[config.mk]
export PLATFORM = sky130hd
export DESIGN_NAME = if_fetch
export DESIGN_NICKNAME = d
export VERILOG_FILES = /design/src/rtl/if_fetch.sv
export SDC_FILE = /design/constraint.sdc
export NUM_CORES = 1
export LEC_CHECK = 0
export ABC_AREA = 0
export BUFFER_PORTS_ARGS = -buffer_cell sky130_fd_sc_hd__buf_2
export CAP_MARGIN = 40
export CORE_MARGIN = 2
export CORE_UTILIZATION = 50
export CTS_CLUSTER_DIAMETER = 200
export DETAILED_ROUTE_END_ITERATION = 12
export PLACE_DENSITY = 0.72
export SYNTH_ARGS = -nofsm -noshare
export SYNTH_HDL_FRONTEND = slang
export SYNTH_SLANG_ARGS = --single-unit
export TNS_END_PERCENT = 5
[constraint.sdc]
create_clock -name clk -period 12.5 [get_ports clk]
set_clock_uncertainty 0.1 [all_clocks]
set_input_delay 1.875 -clock clk [delete_from_list [all_inputs] [get_ports clk]]
set_output_delay 1.875 -clock clk [all_outputs]
set_load 0.005 [all_outputs]
[src/rtl/if_fetch.sv]
// Instruction-fetch stage: owns the PC, issues word fetches over a valid/ready channel,
// buffers in-order responses in a 2-entry queue and hands them to decode.
module if_fetch #(
    parameter int          XLEN       = 32,
    parameter int          ADDR_WIDTH = XLEN,
    parameter int          DATA_WIDTH = XLEN,
    parameter logic [ADDR_WIDTH-1:0] RESET_PC = '0
) (
    input  logic                  clk,
    input  logic                  rst,
    output logic                  imem_req_valid_o,
    input  logic                  imem_req_ready_i,
    output logic [ADDR_WIDTH-1:0] imem_addr_o,
    input  logic                  imem_rsp_valid_i,
    input  logic [DATA_WIDTH-1:0] imem_rsp_data_i,
    input  logic                  redirect_i,
    input  logic [ADDR_WIDTH-1:0] redirect_pc_i,
    input  logic                  stall_i,
    output logic                  instr_valid_o,
    output logic [DATA_WIDTH-1:0] instr_o,
    output logic [ADDR_WIDTH-1:0] pc_o
);
    localparam int AW = ADDR_WIDTH;
    localparam int DW = DATA_WIDTH;

    typedef enum logic [1:0] {S_BOOT, S_RUN, S_FLUSH} state_t;

    state_t          r_state;
    logic [AW-1:0]   r_pc;
    logic [1:0]      r_outstanding;
    logic [1:0]      r_drop_cnt;
    logic [1:0]      r_q_count;
    logic            r_q_head;
    logic [DW-1:0]   r_q_instr [2];
    logic [AW-1:0]   r_q_pc    [2];
    logic [AW-1:0]   r_if_pc   [2];
    logic            r_if_rd;
    logic            r_if_wr;

    logic [2:0]      w_sum;
    logic            w_accept;
    logic            w_drop;
    logic            w_push;
    logic            w_pop;
    logic            w_q_tail;
    logic [1:0]      w_out_nxt;
    logic [1:0]      w_drop_reload;
    logic [1:0]      w_drop_nxt;
    logic [AW-1:0]   w_redir_pc;

    // Credit: in-flight requests plus buffered entries never exceed the queue depth.
    assign w_sum            = {1'b0, r_outstanding} + {1'b0, r_q_count};
    assign imem_req_valid_o = (r_state == S_RUN) && !redirect_i && (w_sum < 3'd2);
    assign imem_addr_o      = r_pc;
    assign w_accept         = imem_req_valid_o && imem_req_ready_i;

    assign w_drop   = redirect_i || (r_drop_cnt != 2'd0);
    assign w_push   = imem_rsp_valid_i && !w_drop;
    assign w_pop    = instr_valid_o && !stall_i && !redirect_i;
    assign w_q_tail = r_q_head ^ r_q_count[0];

    assign w_out_nxt     = r_outstanding + {1'b0, w_accept} - {1'b0, imem_rsp_valid_i};
    // No accept can happen in a redirect cycle, so only the returning response is discounted.
    assign w_drop_reload = r_outstanding - {1'b0, imem_rsp_valid_i};
    assign w_drop_nxt    = redirect_i ? w_drop_reload :
                           (imem_rsp_valid_i && r_drop_cnt != 2'd0) ? r_drop_cnt - 2'd1 :
                           r_drop_cnt;
    assign w_redir_pc    = redirect_pc_i & ~AW'(3);

    assign instr_valid_o = (r_q_count != 2'd0);
    assign instr_o       = r_q_instr[r_q_head];
    assign pc_o          = r_q_pc[r_q_head];

    always_ff @(posedge clk or posedge rst) begin
        if (rst) begin
            r_state       <= S_BOOT;
            r_pc          <= RESET_PC;
            r_outstanding <= '0;
            r_drop_cnt    <= '0;
            r_q_count     <= '0;
            r_q_head      <= 1'b0;
            r_if_rd       <= 1'b0;
            r_if_wr       <= 1'b0;
            for (int i = 0; i < 2; i++) begin
                r_q_instr[i] <= '0;
                r_q_pc[i]    <= '0;
                r_if_pc[i]   <= '0;
            end
        end else begin
            case (r_state)
                S_BOOT:  r_state <= S_RUN;
                S_RUN:   if (redirect_i && w_drop_reload != 2'd0) r_state <= S_FLUSH;
                S_FLUSH: if (!redirect_i && w_drop_nxt == 2'd0) r_state <= S_RUN;
                default: r_state <= S_BOOT;
            endcase

            if (redirect_i)    r_pc <= w_redir_pc;
            else if (w_accept) r_pc <= r_pc + AW'(4);

            r_outstanding <= w_out_nxt;
            r_drop_cnt    <= w_drop_nxt;

            // PC of every accepted request, popped by its response whether kept or dropped.
            if (w_accept) begin
                r_if_pc[r_if_wr] <= r_pc;
                r_if_wr          <= ~r_if_wr;
            end
            if (imem_rsp_valid_i) r_if_rd <= ~r_if_rd;

            if (redirect_i) begin
                r_q_count <= '0;
            end else begin
                if (w_push) begin
                    r_q_instr[w_q_tail] <= imem_rsp_data_i;
                    r_q_pc[w_q_tail]    <= r_if_pc[r_if_rd];
                end
                if (w_pop) r_q_head <= ~r_q_head;
                r_q_count <= r_q_count + {1'b0, w_push} - {1'b0, w_pop};
            end
        end
    end

    a_rsp_has_req: assert property (@(posedge clk) disable iff (rst)
        imem_rsp_valid_i |-> (r_outstanding != 2'd0));

endmodule

==> run_results.csv <==
group,metric,value,unit
finish,diodes,0,
clock_tree,buffer_levels_on_the_longest_clock_path,3,
yosys,synth.area.top_cells,"sky130_fd_sc_hd__dfrtp_1 (55%), sky130_fd_sc_hd__mux2_2 (20%), sky130_fd_sc_hd__mux2i_1 (3.3%)",
clock_tree,clock_sinks,225,
clock_tree,cts.htree.levels,1,
grt,gr-usage-met3,0.0317,
critical_path,crit_path_max_fanout,39,
routing,route.detailed.vias_per_inst,5.58,
grt,grt_antenna_before_repair,0,
critical_path,end_kind,"primary output",
clock_tree,clock_latency,0.51,ns
die,rows,52,
critical_path,worst_reg2reg_path_length_in_cells,9,
grt,via_count_of_the_first_global_routing_pass,6987,
hold_path,hold_class,"reg2reg",
die,floorplan.die.height,147,microns
sta,max_freq,205,MHz
grt,pin_count_of_the_biggest_net_entering_global_routing,109,
placed_design,dpl.cell_count,1221,
yosys,synth_most_common_cell,"sky130_fd_sc_hd__dfrtp_1",
die,core_area,0.0201,sq mm
critical_path,setup.reg_to_reg.worst_slack,8.75,ns
yosys,async_flop_share,1.00,
critical_path,setup.worst_path.class,"in2out",
grt,grt_first_pass_wirelength,36000,microns
sta,setup_viol,0,
yosys,synth-seq-area-share,0.552,
sta,relSlewSlack,0.460,
yosys,postSynthAreaPerCell,12.2,sq um
yosys,synthDominantCellAreaShare,0.552,
finish,layoutNonFillerInstCount,1264,
routing,final_antenna_net_count,0,
sta,final_min_period_over_clock_period,0.391,
pwr,cellPowerDensity,247,mW/mm^2
grt,grt.busiest_layer,"met2",
critical_path,startpoint_class,"input port",
finish,post_route_cells_drive_above_1_share,0.406,
routing,dr.pass1.iters,4,
clock_tree,cts_tree,"built",
sta,timing.final.max_slew_violations,0,
die,floorplan.die.width,147,microns
finish,design.final.nets,1055,
clock_tree,clock_pin_slew_worst_setup_and_hold_paths,0.06,ns
placed_design,dp_hpwl,14300,microns
finish,fill_cells,1625,
placed_design,place.gp.congestion,0.825,
clock_tree,cts_hold_repair.buffers,0,
yosys,synth_top_flop_cell,"sky130_fd_sc_hd__dfrtp_1",
routing,first_iter_violations,289,
yosys,post_synth_num_cell_types,58,
die,die_area,0.0216,sq mm
clock_tree,cts.repair_timing.setup_buffer_count,0,
die,initial_core_utilization,0.508,
sta,max_slew.worst_pin.slew,0.809,ns
routing,wl,22000,microns
yosys,synth.ff_latch_count,225,
pwr,leakagePower,5.54,nW
routing,total_number_of_vias,7049,
yosys,synth.top_cells.by_count,"sky130_fd_sc_hd__dfrtp_1 (225), sky130_fd_sc_hd__mux2_2 (184), sky130_fd_sc_hd__nor2_1 (70), sky130_fd_sc_hd__a21oi_1 (66), sky130_fd_sc_hd__nand2_1 (40)",
yosys,synth.largest_area_cell,"sky130_fd_sc_hd__dfrtp_1",
sta,timing.final.hold_violations,0,
yosys,synthesis.area,0.0102,sq mm
sta,rsz_0062_raised_after_global_routing,"no",
clock_tree,ctsResizeCount,0,
grt,met1_usage,0.299,
critical_path,worstPathRequired,10.52,ns
grt,grt_util_all_layers,0.205,
status,outcome,"finished, final reports clean",
grt,grt_overflow,0,
sta,post-route-min-period,4.88,ns
die,ioPinCount,168,
yosys,synth-warning-count,0,
grt,grt.met2_usage,0.328,
pwr,max-vdd-ir-drop,0.133,mV
critical_path,cp_data_arrival_time,2.91,ns
routing,drc_errors,0,
clock_tree,cts_buffers,24,
sta,final_total_negative_setup_slack,0,ns
clock_tree,cts-root-buf,"sky130_fd_sc_hd__clkbuf_16",
routing,wl_per_cell,17.4,microns
hold_path,hold_path_depth,2,
run,cap_viol_max_count,0,
yosys,synth-edff-count,0,
placed_design,port_buffers,161,
yosys,post_synth_inst_count,835,
finish,layout-area-overhead-vs-synth,17.4,%
cells by family (layout without fill, tap and decap cells):
group                      after synthesis  after routing  synth area share
other                                    1              4          0.000367
adders and majority gates                8              8            0.0105
buffers and inverters                   70            226            0.0325
and+or+nand+nor                        173            173            0.0823
AOI/OAI and AO/OA                      127            127            0.0752
DFF                                    225            225             0.552
muxes                                  218            218             0.236
xor gates and xnor gates                13             13            0.0112
metal layers:
layer  routed length [microns]  share of wire  vias to the layer above
met3                      1260          0.057                       27
li1                          -              -                     3282
met5                         0              0                        -
met2                     10100           0.46                      215
met4                       256          0.012                        0
met1                     10400           0.47                     3525
where the power goes:
part,switching (W),leakage (nW),internal [W]
clock,0.000270,0.378,0.000423
combinational,0.000457,2.41,0.000564
sequential,0.000199,2.74,0.00105
total,0.000926,5.54,0.00204
per-stage QoR:
stage / instance area (sq um) / total power [W] / setup WS [ns] / util / hold slack, ns
6_report: 12000 / 0.00296 / 7.62 / 0.596 / 0.384
2_1_floorplan: 10200 / 0.00193 / 4.36 / - / 0.350
4_1_cts: 12000 / 0.00300 / 7.64 / 0.596 / 0.384
5_1_grt: 12000 / 0.00316 / 7.47 / 0.596 / 0.414
3_5_place_dp: 11200 / 0.00228 / 7.49 / 0.557 / 0.371
3_3_place_gp: 11200 / 0.00224 / 7.25 / 0.555 / 0.364
worst max-delay path: stages:
cell	delay [ns]
sky130_fd_sc_hd__buf_2	0.09
sky130_fd_sc_hd__buf_4	0.26
sky130_fd_sc_hd__nor4_1	0.34
sky130_fd_sc_hd__and2_1	0.21
sky130_fd_sc_hd__buf_2	0.12
final cells by class:
| cell class | instances | area (sq um) | area share |
|---|---|---|---|
| clock buffer | 42 | 749 | 0.0626 |
| timing repair buffer | 172 | 908 | 0.0758 |
| multi-input combinational | 543 | 4270 | 0.357 |
| clock inverter | 1 | 30.0 | 0.00251 |
| tap | 270 | 338 | 0.0282 |
| sequential | 225 | 5630 | 0.470 |
| inverter | 11 | 48.8 | 0.00407 |
layout by cell type (no fill, tap or decap), types with 4 or more instances in the layout:
cell type,instances
sky130_fd_sc_hd__a21oi_1,66
sky130_fd_sc_hd__a221o_1,4
sky130_fd_sc_hd__and3_1,4
sky130_fd_sc_hd__buf_2,161
sky130_fd_sc_hd__buf_4,10
sky130_fd_sc_hd__clkbuf_1,11
sky130_fd_sc_hd__clkbuf_16,25
sky130_fd_sc_hd__clkbuf_8,6
sky130_fd_sc_hd__conb_1,4
sky130_fd_sc_hd__dfrtp_1,224
sky130_fd_sc_hd__ha_1,7
sky130_fd_sc_hd__inv_1,9
sky130_fd_sc_hd__mux2_2,184
sky130_fd_sc_hd__mux2i_1,34
sky130_fd_sc_hd__nand2_1,40
sky130_fd_sc_hd__nand3_1,16
sky130_fd_sc_hd__nand4_1,5
sky130_fd_sc_hd__nor2_1,68
sky130_fd_sc_hd__nor4_1,7
sky130_fd_sc_hd__o211ai_1,10
sky130_fd_sc_hd__o21ai_0,20
sky130_fd_sc_hd__o311ai_0,9
sky130_fd_sc_hd__xnor2_1,9
sky130_fd_sc_hd__xor2_1,4
state kept, by name (all words and copies together), names as in the netlist:
| signal | flops |
|---|---|
| r_q_instr | 64 |
| r_if_pc | 60 |
| r_q_pc | 60 |
| imem_addr_o | 30 |
| r_drop_cnt | 2 |
| r_outstanding | 2 |
| r_q_count | 2 |
| r_state | 2 |
| r_if_rd | 1 |
| r_if_wr | 1 |
| r_q_head | 1 |
final timing paths:
path / from / to
max: redirect_i / imem_req_valid_o
min: r_if_pc[18]$_DFFE_PP0P_ / r_if_pc[18]$_DFFE_PP0P_
max reg2reg: r_q_count[0]$_DFF_PP0_ / r_if_pc[52]$_DFFE_PP0P_
min reg2reg: r_if_pc[18]$_DFFE_PP0P_ / r_if_pc[18]$_DFFE_PP0P_
max in group asynchronous: rst / r_q_head$_DFFE_PP0P_
min in group asynchronous: rst / r_q_instr[10]$_DFFE_PP0P_
Power figures use the tool's default switching activity.
